--- src/rtl/ifid_stall_pipe_if.sv ---
// Front-end pipeline bus: hazard/redirect controls into the PC, IF/ID and ID/EX registers.
// The stall_cnt signal exists only when STALL_CNT_EN is defined.
interface ifid_stall_pipe_if #(
    parameter int unsigned CTRL_W = 8
);
    logic              PcWrite;
    logic              Ifid_write;
    logic              mux_sel;
    logic              branch_taken;
    logic [31:0]       branch_target;
    logic [31:0]       instr_in;
    logic [CTRL_W-1:0] ctrl_in;

    logic [31:0]       pc_out;
    logic [31:0]       ifid_pc;
    logic [31:0]       ifid_instr;
    logic              ifid_valid;
    logic [CTRL_W-1:0] idex_ctrl;
    logic              idex_valid;
`ifdef STALL_CNT_EN
    logic [15:0]       stall_cnt;
`endif

    modport master (
        output PcWrite, Ifid_write, mux_sel, branch_taken, branch_target, instr_in, ctrl_in,
        input  pc_out, ifid_pc, ifid_instr, ifid_valid, idex_ctrl, idex_valid
`ifdef STALL_CNT_EN
        , input stall_cnt
`endif
    );

    modport slave (
        input  PcWrite, Ifid_write, mux_sel, branch_taken, branch_target, instr_in, ctrl_in,
        output pc_out, ifid_pc, ifid_instr, ifid_valid, idex_ctrl, idex_valid
`ifdef STALL_CNT_EN
        , output stall_cnt
`endif
    );
endinterface

--- src/rtl/ifid_stall_pipe.sv ---
// PC, IF/ID and ID/EX registers with load-use stall, bubble insertion and branch flush.
// Optional saturating stall-cycle counter enabled by defining STALL_CNT_EN.
module ifid_stall_pipe #(
    parameter logic [31:0] RESET_PC = 32'h0000_0000,
    parameter int unsigned CTRL_W   = 8
) (
    input logic              clk,
    input logic              reset,
    ifid_stall_pipe_if.slave bus
);
    localparam logic [31:0] NopInstr = 32'h0000_0013;

    logic [31:0]       pc_q, pc_d;
    logic [31:0]       ifid_pc_q, ifid_pc_d;
    logic [31:0]       ifid_instr_q, ifid_instr_d;
    logic              ifid_valid_q, ifid_valid_d;
    logic [CTRL_W-1:0] idex_ctrl_q, idex_ctrl_d;
    logic              idex_valid_q, idex_valid_d;

    // Redirect wins over any stall request in the same cycle.
    always_comb begin
        pc_d = pc_q;
        if (bus.branch_taken) begin
            pc_d = {bus.branch_target[31:2], 2'b00};
        end else if (bus.PcWrite) begin
            pc_d = pc_q + 32'd4;
        end
    end

    always_comb begin
        ifid_pc_d    = ifid_pc_q;
        ifid_instr_d = ifid_instr_q;
        ifid_valid_d = ifid_valid_q;
        if (bus.branch_taken) begin
            ifid_pc_d    = 32'd0;
            ifid_instr_d = NopInstr;
            ifid_valid_d = 1'b0;
        end else if (bus.Ifid_write) begin
            ifid_pc_d    = pc_q;
            ifid_instr_d = bus.instr_in;
            ifid_valid_d = 1'b1;
        end
    end

    always_comb begin
        idex_ctrl_d  = bus.ctrl_in;
        idex_valid_d = ifid_valid_q;
        if (bus.branch_taken || bus.mux_sel) begin
            idex_ctrl_d  = '0;
            idex_valid_d = 1'b0;
        end
    end

    always_ff @(posedge clk) begin
        if (reset) begin
            pc_q         <= RESET_PC;
            ifid_pc_q    <= 32'd0;
            ifid_instr_q <= NopInstr;
            ifid_valid_q <= 1'b0;
            idex_ctrl_q  <= '0;
            idex_valid_q <= 1'b0;
        end else begin
            pc_q         <= pc_d;
            ifid_pc_q    <= ifid_pc_d;
            ifid_instr_q <= ifid_instr_d;
            ifid_valid_q <= ifid_valid_d;
            idex_ctrl_q  <= idex_ctrl_d;
            idex_valid_q <= idex_valid_d;
        end
    end

    assign bus.pc_out     = pc_q;
    assign bus.ifid_pc    = ifid_pc_q;
    assign bus.ifid_instr = ifid_instr_q;
    assign bus.ifid_valid = ifid_valid_q;
    assign bus.idex_ctrl  = idex_ctrl_q;
    assign bus.idex_valid = idex_valid_q;

`ifdef STALL_CNT_EN
    logic [15:0] stall_cnt_q, stall_cnt_d;

    // Counts cycles where the PC is held without a redirect; sticks at all-ones.
    always_comb begin
        stall_cnt_d = stall_cnt_q;
        if (!bus.PcWrite && !bus.branch_taken && (stall_cnt_q != 16'hFFFF)) begin
            stall_cnt_d = stall_cnt_q + 16'd1;
        end
    end

    always_ff @(posedge clk) begin
        if (reset) begin
            stall_cnt_q <= 16'd0;
        end else begin
            stall_cnt_q <= stall_cnt_d;
        end
    end

    assign bus.stall_cnt = stall_cnt_q;
`endif
endmodule
--- src/flat_wrapper.sv ---
// flat-port wrapper written by rule: the top's interface ports become plain ports
module ifid_stall_pipe_flat 
#(
    parameter logic [31:0] RESET_PC = 32'h0000_0000,
    parameter int unsigned CTRL_W   = 8
)
  (clk, reset, bus_PcWrite, bus_Ifid_write, bus_mux_sel, bus_branch_taken, bus_branch_target, bus_instr_in, bus_ctrl_in, bus_pc_out, bus_ifid_pc, bus_ifid_instr, bus_ifid_valid, bus_idex_ctrl, bus_idex_valid);
  ifid_stall_pipe_if #(.CTRL_W(CTRL_W)) bus_i ();
  input logic clk;
  input logic reset;
  input wire logic [$bits(bus_i.PcWrite)-1:0] bus_PcWrite;
  input wire logic [$bits(bus_i.Ifid_write)-1:0] bus_Ifid_write;
  input wire logic [$bits(bus_i.mux_sel)-1:0] bus_mux_sel;
  input wire logic [$bits(bus_i.branch_taken)-1:0] bus_branch_taken;
  input wire logic [$bits(bus_i.branch_target)-1:0] bus_branch_target;
  input wire logic [$bits(bus_i.instr_in)-1:0] bus_instr_in;
  input wire logic [$bits(bus_i.ctrl_in)-1:0] bus_ctrl_in;
  output wire logic [$bits(bus_i.pc_out)-1:0] bus_pc_out;
  output wire logic [$bits(bus_i.ifid_pc)-1:0] bus_ifid_pc;
  output wire logic [$bits(bus_i.ifid_instr)-1:0] bus_ifid_instr;
  output wire logic [$bits(bus_i.ifid_valid)-1:0] bus_ifid_valid;
  output wire logic [$bits(bus_i.idex_ctrl)-1:0] bus_idex_ctrl;
  output wire logic [$bits(bus_i.idex_valid)-1:0] bus_idex_valid;
  assign bus_i.PcWrite = bus_PcWrite;
  assign bus_i.Ifid_write = bus_Ifid_write;
  assign bus_i.mux_sel = bus_mux_sel;
  assign bus_i.branch_taken = bus_branch_taken;
  assign bus_i.branch_target = bus_branch_target;
  assign bus_i.instr_in = bus_instr_in;
  assign bus_i.ctrl_in = bus_ctrl_in;
  assign bus_pc_out = bus_i.pc_out;
  assign bus_ifid_pc = bus_i.ifid_pc;
  assign bus_ifid_instr = bus_i.ifid_instr;
  assign bus_ifid_valid = bus_i.ifid_valid;
  assign bus_idex_ctrl = bus_i.idex_ctrl;
  assign bus_idex_valid = bus_i.idex_valid;
  ifid_stall_pipe #(.RESET_PC(RESET_PC), .CTRL_W(CTRL_W)) u_core (.clk(clk), .reset(reset), .bus(bus_i));
endmodule
--- config.mk ---
export PLATFORM = sky130hd
export DESIGN_NAME = ifid_stall_pipe_flat
export DESIGN_NICKNAME = d
export VERILOG_FILES = /design/src/rtl/ifid_stall_pipe_if.sv /design/src/rtl/ifid_stall_pipe.sv /design/src/flat_wrapper.sv
export SDC_FILE = /design/constraint.sdc
export NUM_CORES = 1
export LEC_CHECK = 0
export CORE_ASPECT_RATIO = 0.7
export CORE_MARGIN = 5
export CORE_UTILIZATION = 40
export CTS_BUF_LIST = sky130_fd_sc_hd__clkbuf_16
export CTS_CLUSTER_DIAMETER = 100
export DETAILED_ROUTE_END_ITERATION = 8
export MAX_ROUTING_LAYER = met4
export PLACE_DENSITY = 0.76
export RECOVER_POWER = 50
export SLEW_MARGIN = 10
export SYNTH_ARGS = -nofsm -noshare
export SYNTH_HDL_FRONTEND = slang
export SYNTH_SLANG_ARGS = --single-unit
--- constraint.sdc ---
create_clock -name clk -period 2.45 [get_ports clk]
set_clock_uncertainty 0.05 [all_clocks]
set_input_delay 0.245 -clock clk [delete_from_list [all_inputs] [get_ports clk]]
set_output_delay 0.245 -clock clk [all_outputs]
set_load 0.02 [all_outputs]
==> results of run 1 <==
[flip-flops by register name, summed over array words and instances, names as in the netlist]
register	cells
u_core.bus.ifid_pc	30
u_core.bus.ifid_instr	32
u_core.bus.ifid_valid	1
u_core.bus.idex_ctrl	8
u_core.bus.idex_valid	1
u_core.bus.pc_out	30
[worst max-delay path, delay by kind of cell]
family / cells / cell delay (ns)
AO/OA/AOI/OAI: 1 / 0.28
AND/OR/NAND/NOR: 1 / 0.11
buffers and inverters: 4 / 1.69
[cell usage after synthesis, drive strengths merged, types with 7 or more instances]
cell type	number
nand3	11
mux2i	63
buf	15
nor2	95
dfxtp	102
nand4	9
xor2	7
and2	11
clkbuf	17
nand2	22
a21oi	8
or3	7
a311oi	11
a211oi	10
[logic make-up after synthesis]
family                   after synthesis
AO/OA/AOI/OAI                         52
XOR/XNOR                              12
adder cells (fa/ha/maj)                1
buffers and inverters                 35
flip-flops                           102
multiplexers                          63
other                                  1
AND/OR/NAND/NOR                      188
[power by group]
group	internal, uW	switching (uW)
Sequential	1720	71.4
Combinational	311	276
Clock	784	617
Total	2820	965
[metal layers]
layer	wire length, um	up-vias	part of all wire (%)	track usage [%]
met4	157	0	1.2	5.48
met2	6040	122	47	34.1
li1	-	1947	-	-
met3	797	14	6.3	5.54
met5	0	-	0	-
met1	5730	1860	45	25.4
[how the worst max path moves through the flow]
stage,from,endpoint,cells past startpoint
2_1_floorplan,u_core.bus.pc_out[2],u_core.bus.pc_out[16],5
3_3_place_gp,bus_PcWrite,u_core.bus.pc_out[16],5
3_5_place_dp,bus_PcWrite,u_core.bus.pc_out[16],5
4_1_cts,u_core.bus.pc_out[4],u_core.bus.pc_out[27],4
5_1_grt,bus_branch_taken,u_core.bus.pc_out[5],6
6_report,bus_branch_taken,u_core.bus.pc_out[27],6
[cell type report]
| class | instances | area [um^2] | area share [%] |
|---|---|---|---|
| clock inverter | 7 | 66.3 | 1.02 |
| timing repair buffer | 191 | 1890 | 29.2 |
| inverter | 3 | 11.3 | 0.174 |
| clock buffer | 9 | 225 | 3.47 |
| tap | 132 | 165 | 2.55 |
| multi-input combinational | 320 | 2080 | 32.1 |
| sequential | 102 | 2040 | 31.5 |
[stage by stage]
| stage | worst slack, ns | area (um^2) | util (%) | std cells | power (uW) |
|---|---|---|---|---|---|
| 6_report | 0.316 | 6480 | 62.4 | 764 | 3780 |
| 5_1_grt | 0.165 | 6480 | 62.4 | 764 | 3960 |
| 4_1_cts | 0.389 | 6490 | 62.5 | 764 | 3840 |
| 3_5_place_dp | 0.181 | 6200 | 59.7 | 748 | 2430 |
| 3_3_place_gp | 0.196 | 6200 | 59.7 | 748 | 2420 |
| 2_1_floorplan | 0.275 | 4290 | - | 457 | 2110 |
==> out/qor.yml, run 1 <==
job:
  cap_viol_max_count: 0
worst_hold_path:
  holdPathStages: 3
  hold_end: "u_core.bus.ifid_instr[17]"
  hp-class: "primary input to register"
  hp-start: "bus_Ifid_write"
timing:
  fmax_mhz: 469
  tightest_slew_ns: 0.695
  hold_viol: 0
  fin_setup_tns_ns: 0
  slew_headroom_pct: 53.6
  layout_min_cycle_time_ns: 2.13
  setup_viol: 0
  hold_slack_ns: 0.400
  period_share_pct: 87.1
  rsz0062_at_grt: "no"
  drv_slew: 0
worst_setup_path:
  path_cells: "clkdlybuf4s50_1 > clkbuf_2 > inv_1 > clkbuf_2 > nor2_1 > a311oi_1"
  r2r_setup_slack_ns: 0.34
  crit_arrival_ns: 2.32
  worstRegToRegCells: 4
  critPathMaxStageDelay_ns: 0.60
  cp-end-kind: "register"
  r2r_end: "u_core.bus.pc_out[27]"
  required_ns: 2.64
  startpoint_type: "primary input"
  crit_slowest_cell: "clkbuf_2"
  cp_common_cell: "clkbuf_2"
  crit_fanout: 34
  path_class: "primary input to register"
  reg2reg_from: "u_core.bus.pc_out[5]"
pwr:
  leakage_uw: 0.00257
  vdd_drop_max_mv: 0.363
  p_per_area_nw_per_um2: 584
clocking:
  cts_buffers: 9
  cts-htree-levels: 3
  insertion_delay_ns: 0.34
  post_cts_resized: 0
  cts_hold_buf: 0
  cts_sinks: 102
  cts.clk_slew.worst_paths_ns: 0.07
  cts_root_buf: "clkbuf_16"
  cts_setup_buffers: 0
  clock_path_buffers: 2
  cts_tree: "yes"
floorplan:
  dieArea_um2: 12900
  die_h_um: 96.6
  dieWidth_um: 134
  num_io_pins: 184
  coreArea_um2: 10400
  rows: 31
  initial_core_util_pct: 41.2
global_routing:
  grt_remaining_overflow: 0
  grt_max_degree: 61
  grt_pass1_vias: 4132
  grt_usage_pct: 20.7
  grt_first_pass_wirelength_mm: 20.6
  antenna_found_initial: 0
route:
  first_pass_iters: 4
  routed_via_density: 5.16
  wl_per_cell_um: 16.7
  postRouteAntennaNets: 0
  drc: 0
  routed_wl_mm: 12.7
  num_vias: 3943
  first_iter_violations: 289
synthesis:
  synthXorXnorAreaFrac_pct: 2.46
  synthArstFlopShare_pct: 0
  synth_top_cell_area_share_pct: 47.7
  syn_area_um2: 4280
  synth_top_family_by_area: "simple AND/OR/NAND/NOR gates"
  yosys_warnings: 0
  ys_seq_area_share_pct: 47.7
  synth_area_leaders: "dfxtp_1 48%, mux2i_1 15%, nor2_1 8.3%"
  ys.flop_type: "dfxtp_1"
  ys_ff_latch: 102
  yosys.area.top_type: "dfxtp_1"
  synth_cell_types: 46
  synthAdderAreaFrac_pct: 0.292
  syn_area_per_cell_um2: 9.43
  syn_inst: 454
  synth_compound_area_share_pct: 9.06
  muxShareOfSynthArea_pct: 14.7
  yosys.area_share.simple_pct: 21.8
  synth_edf_count: 0
final_layout:
  fillers: 886
  layout-drive-gt1-share_pct: 5.85
  diodes: 0
  syn_to_final_growth_pct: 51.5
  layout_commonest_cell: "clkdlybuf4s50_1"
  final_cell_mix: "140 x clkdlybuf4s50_1, 102 x dfxtp_1, 95 x nor2_1"
  fin_nets: 706
run_status:
  status: "finished, final reports clean"
placed_design:
  place_congestion: 0.822
  dpl.hpwl_mm: 9.48
  port_buffers: 177
(Power assumes the default switching activity.)
==> run 2: changes to the inputs <==
--- a/config.mk
+++ b/config.mk
@@ -11,7 +11,6 @@
 export CTS_BUF_LIST = sky130_fd_sc_hd__clkbuf_16
 export CTS_CLUSTER_DIAMETER = 100
 export DETAILED_ROUTE_END_ITERATION = 8
-export MAX_ROUTING_LAYER = met4
 export PLACE_DENSITY = 0.76
 export RECOVER_POWER = 50
 export SLEW_MARGIN = 10
==> out/qor.yml, run 2 (same netlist as run 1, synthesis figures left out) <==
worst_setup_path:
  path_cells: "clkdlybuf4s50_1 > clkbuf_2 > inv_1 > clkbuf_2 > nor2_1 > a311oi_1"
  worstRegToRegCells: 4  # unchanged
  path_class: "primary input to register"
  critPathMaxStageDelay_ns: 0.60  # about the same
  cp-end-kind: "register"
  crit_slowest_cell: "clkbuf_2"
  required_ns: 2.64  # about the same
  startpoint_type: "primary input"
  crit_arrival_ns: 2.32  # about the same
  cp_common_cell: "clkbuf_2"
  crit_fanout: 34  # unchanged
timing:
  hold_viol: 0  # unchanged
  setup_ws_ns: 0.325  # +0.00882 ns
  fmax_mhz: 470  # +0.41%
  tightest_slew_ns: 0.674  # -0.0212 ns
  layout_min_cycle_time_ns: 2.13  # -0.00882 ns
  rsz0062_at_grt: "no"
  period_share_pct: 86.8  # -0.36 points
  slew_headroom_pct: 55.1  # +1.4 points
  setup_viol: 0  # unchanged
  fin_setup_tns_ns: 0  # unchanged
  drv_slew: 0  # unchanged
global_routing:
  grt_usage_pct: 20.1  # -0.55 points
  grt_pass1_vias: 4114  # -0.44%
  grt_first_pass_wirelength_mm: 20.7  # +0.16%
  grt_remaining_overflow: 0  # unchanged
  gr-max-usage-layer: "met2"
  antenna_found_initial: 0  # unchanged
  grt_util_met3_pct: 7.19  # +1.7 points
  grt_util_met1_pct: 24.6  # -0.89 points
  grtUsageMet2_pct: 34.1  # -0.042 points
  grt_max_degree: 61  # unchanged
pwr:
  p_per_area_nw_per_um2: 584  # about the same
  totalPowerFinal_uw: 3790  # about the same
  vdd_drop_max_mv: 0.364  # about the same
  leakage_uw: 0.00257  # unchanged
floorplan:
  coreArea_um2: 10400  # unchanged
  num_io_pins: 184  # unchanged
  dieArea_um2: 12900  # unchanged
  initial_core_util_pct: 41.2  # unchanged
  rows: 31  # unchanged
  die_h_um: 96.6  # unchanged
  dieWidth_um: 134  # unchanged
final_layout:
  layout_commonest_cell: "clkdlybuf4s50_1"
  fin_nets: 706  # unchanged
  diodes: 0  # unchanged
  design_area_um2: 6480  # unchanged
  largest_register_ffs: 32  # unchanged
  layout-drive-gt1-share_pct: 5.85  # unchanged
  syn_to_final_growth_pct: 51.5  # unchanged
  final_cell_mix: "140 x clkdlybuf4s50_1, 102 x dfxtp_1, 95 x nor2_1"
clocking:
  cts_hold_buf: 0  # unchanged
  insertion_delay_ns: 0.34  # about the same
  post_cts_resized: 0  # unchanged
  cts-htree-levels: 3  # unchanged
  cts_root_buf: "clkbuf_16"
  cts_sinks: 102  # unchanged
  cts.clk_slew.worst_paths_ns: 0.07  # about the same
  cts_tree: "yes"
  clock_path_buffers: 2  # unchanged
  cts_setup_buffers: 0  # unchanged
  cts_buffers: 9  # unchanged
placed_design:
  dpl.hpwl_mm: 9.48  # unchanged
  port_buffers: 177  # unchanged
  place_congestion: 0.810  # -1.4%
  post_dp_cell_area_um2: 6200  # unchanged
  pre_cts_ws_ns: 0.181  # unchanged
run_status:
  status: "finished, final reports clean"
route:
  wl_per_cell_um: 16.6  # -0.11%
  routed_wl_mm: 12.7  # -0.11%
  drc: 0  # unchanged
  postRouteAntennaNets: 0  # unchanged
  num_vias: 3964  # +0.53%
  first_pass_iters: 4  # unchanged
  routed_via_density: 5.19  # +0.53%
  first_iter_violations: 330  # +14%
job:
  cap_viol_max_count: 0  # unchanged
worst_hold_path:
  holdPathStages: 3  # unchanged
  hp-class: "primary input to register"
## run 2: worst paths after layout
path | from | end | slack (ns)
worst min-delay path | bus_Ifid_write | u_core.bus.ifid_instr[17] | 0.40
worst min register to register | u_core.bus.ifid_instr[1] | u_core.bus.ifid_instr[1] | 0.44
worst max-delay path | bus_branch_taken | u_core.bus.pc_out[27] | 0.32
worst max register to register | u_core.bus.pc_out[5] | u_core.bus.pc_out[27] | 0.35
## run 2: through the flow
stage	utilization [%]	instances	hold WS [ns]
final	62.4	764	0.400
after global routing	62.4	764	0.401
after CTS	62.5	764	0.398
after detailed placement	59.7	748	0.417
after global placement	59.7	748	0.407
after floorplan	-	457	0.317
## run 2: per-layer routing
| layer | part of all wire [%] | wire length [um] |
|---|---|---|
| met1 | 44 | 5570 |
| met2 | 47 | 6040 |
| met4 | 1.2 | 157 |
| met3 | 7.5 | 951 |
| met5 | 0 | 0 |
## run 2: final cells by class
cell class | count | area [um^2]
Tap cell | 132 | 165
Clock buffer | 9 | 225
Fill cell | 886 | 3910
Sequential cell | 102 | 2040
Clock inverter | 7 | 66.3
Multi-Input combinational cell | 320 | 2080
Timing Repair Buffer | 191 | 1890
Inverter | 3 | 11.3
## run 2: power by group
part | internal [uW] | switching (uW) | leakage, uW | total [uW]
clock | 785 | 620 | 0.000139 | 1400
sequential | 1720 | 71.4 | 0.000834 | 1800
combinational | 311 | 276 | 0.00160 | 587
## run 2: critical path: cells and delay by family
family | cells | cell delay, ns
buffers and inverters | 4 | 1.67
and+or+nand+nor | 1 | 0.11
AOI/OAI and AO/OA | 1 | 0.28
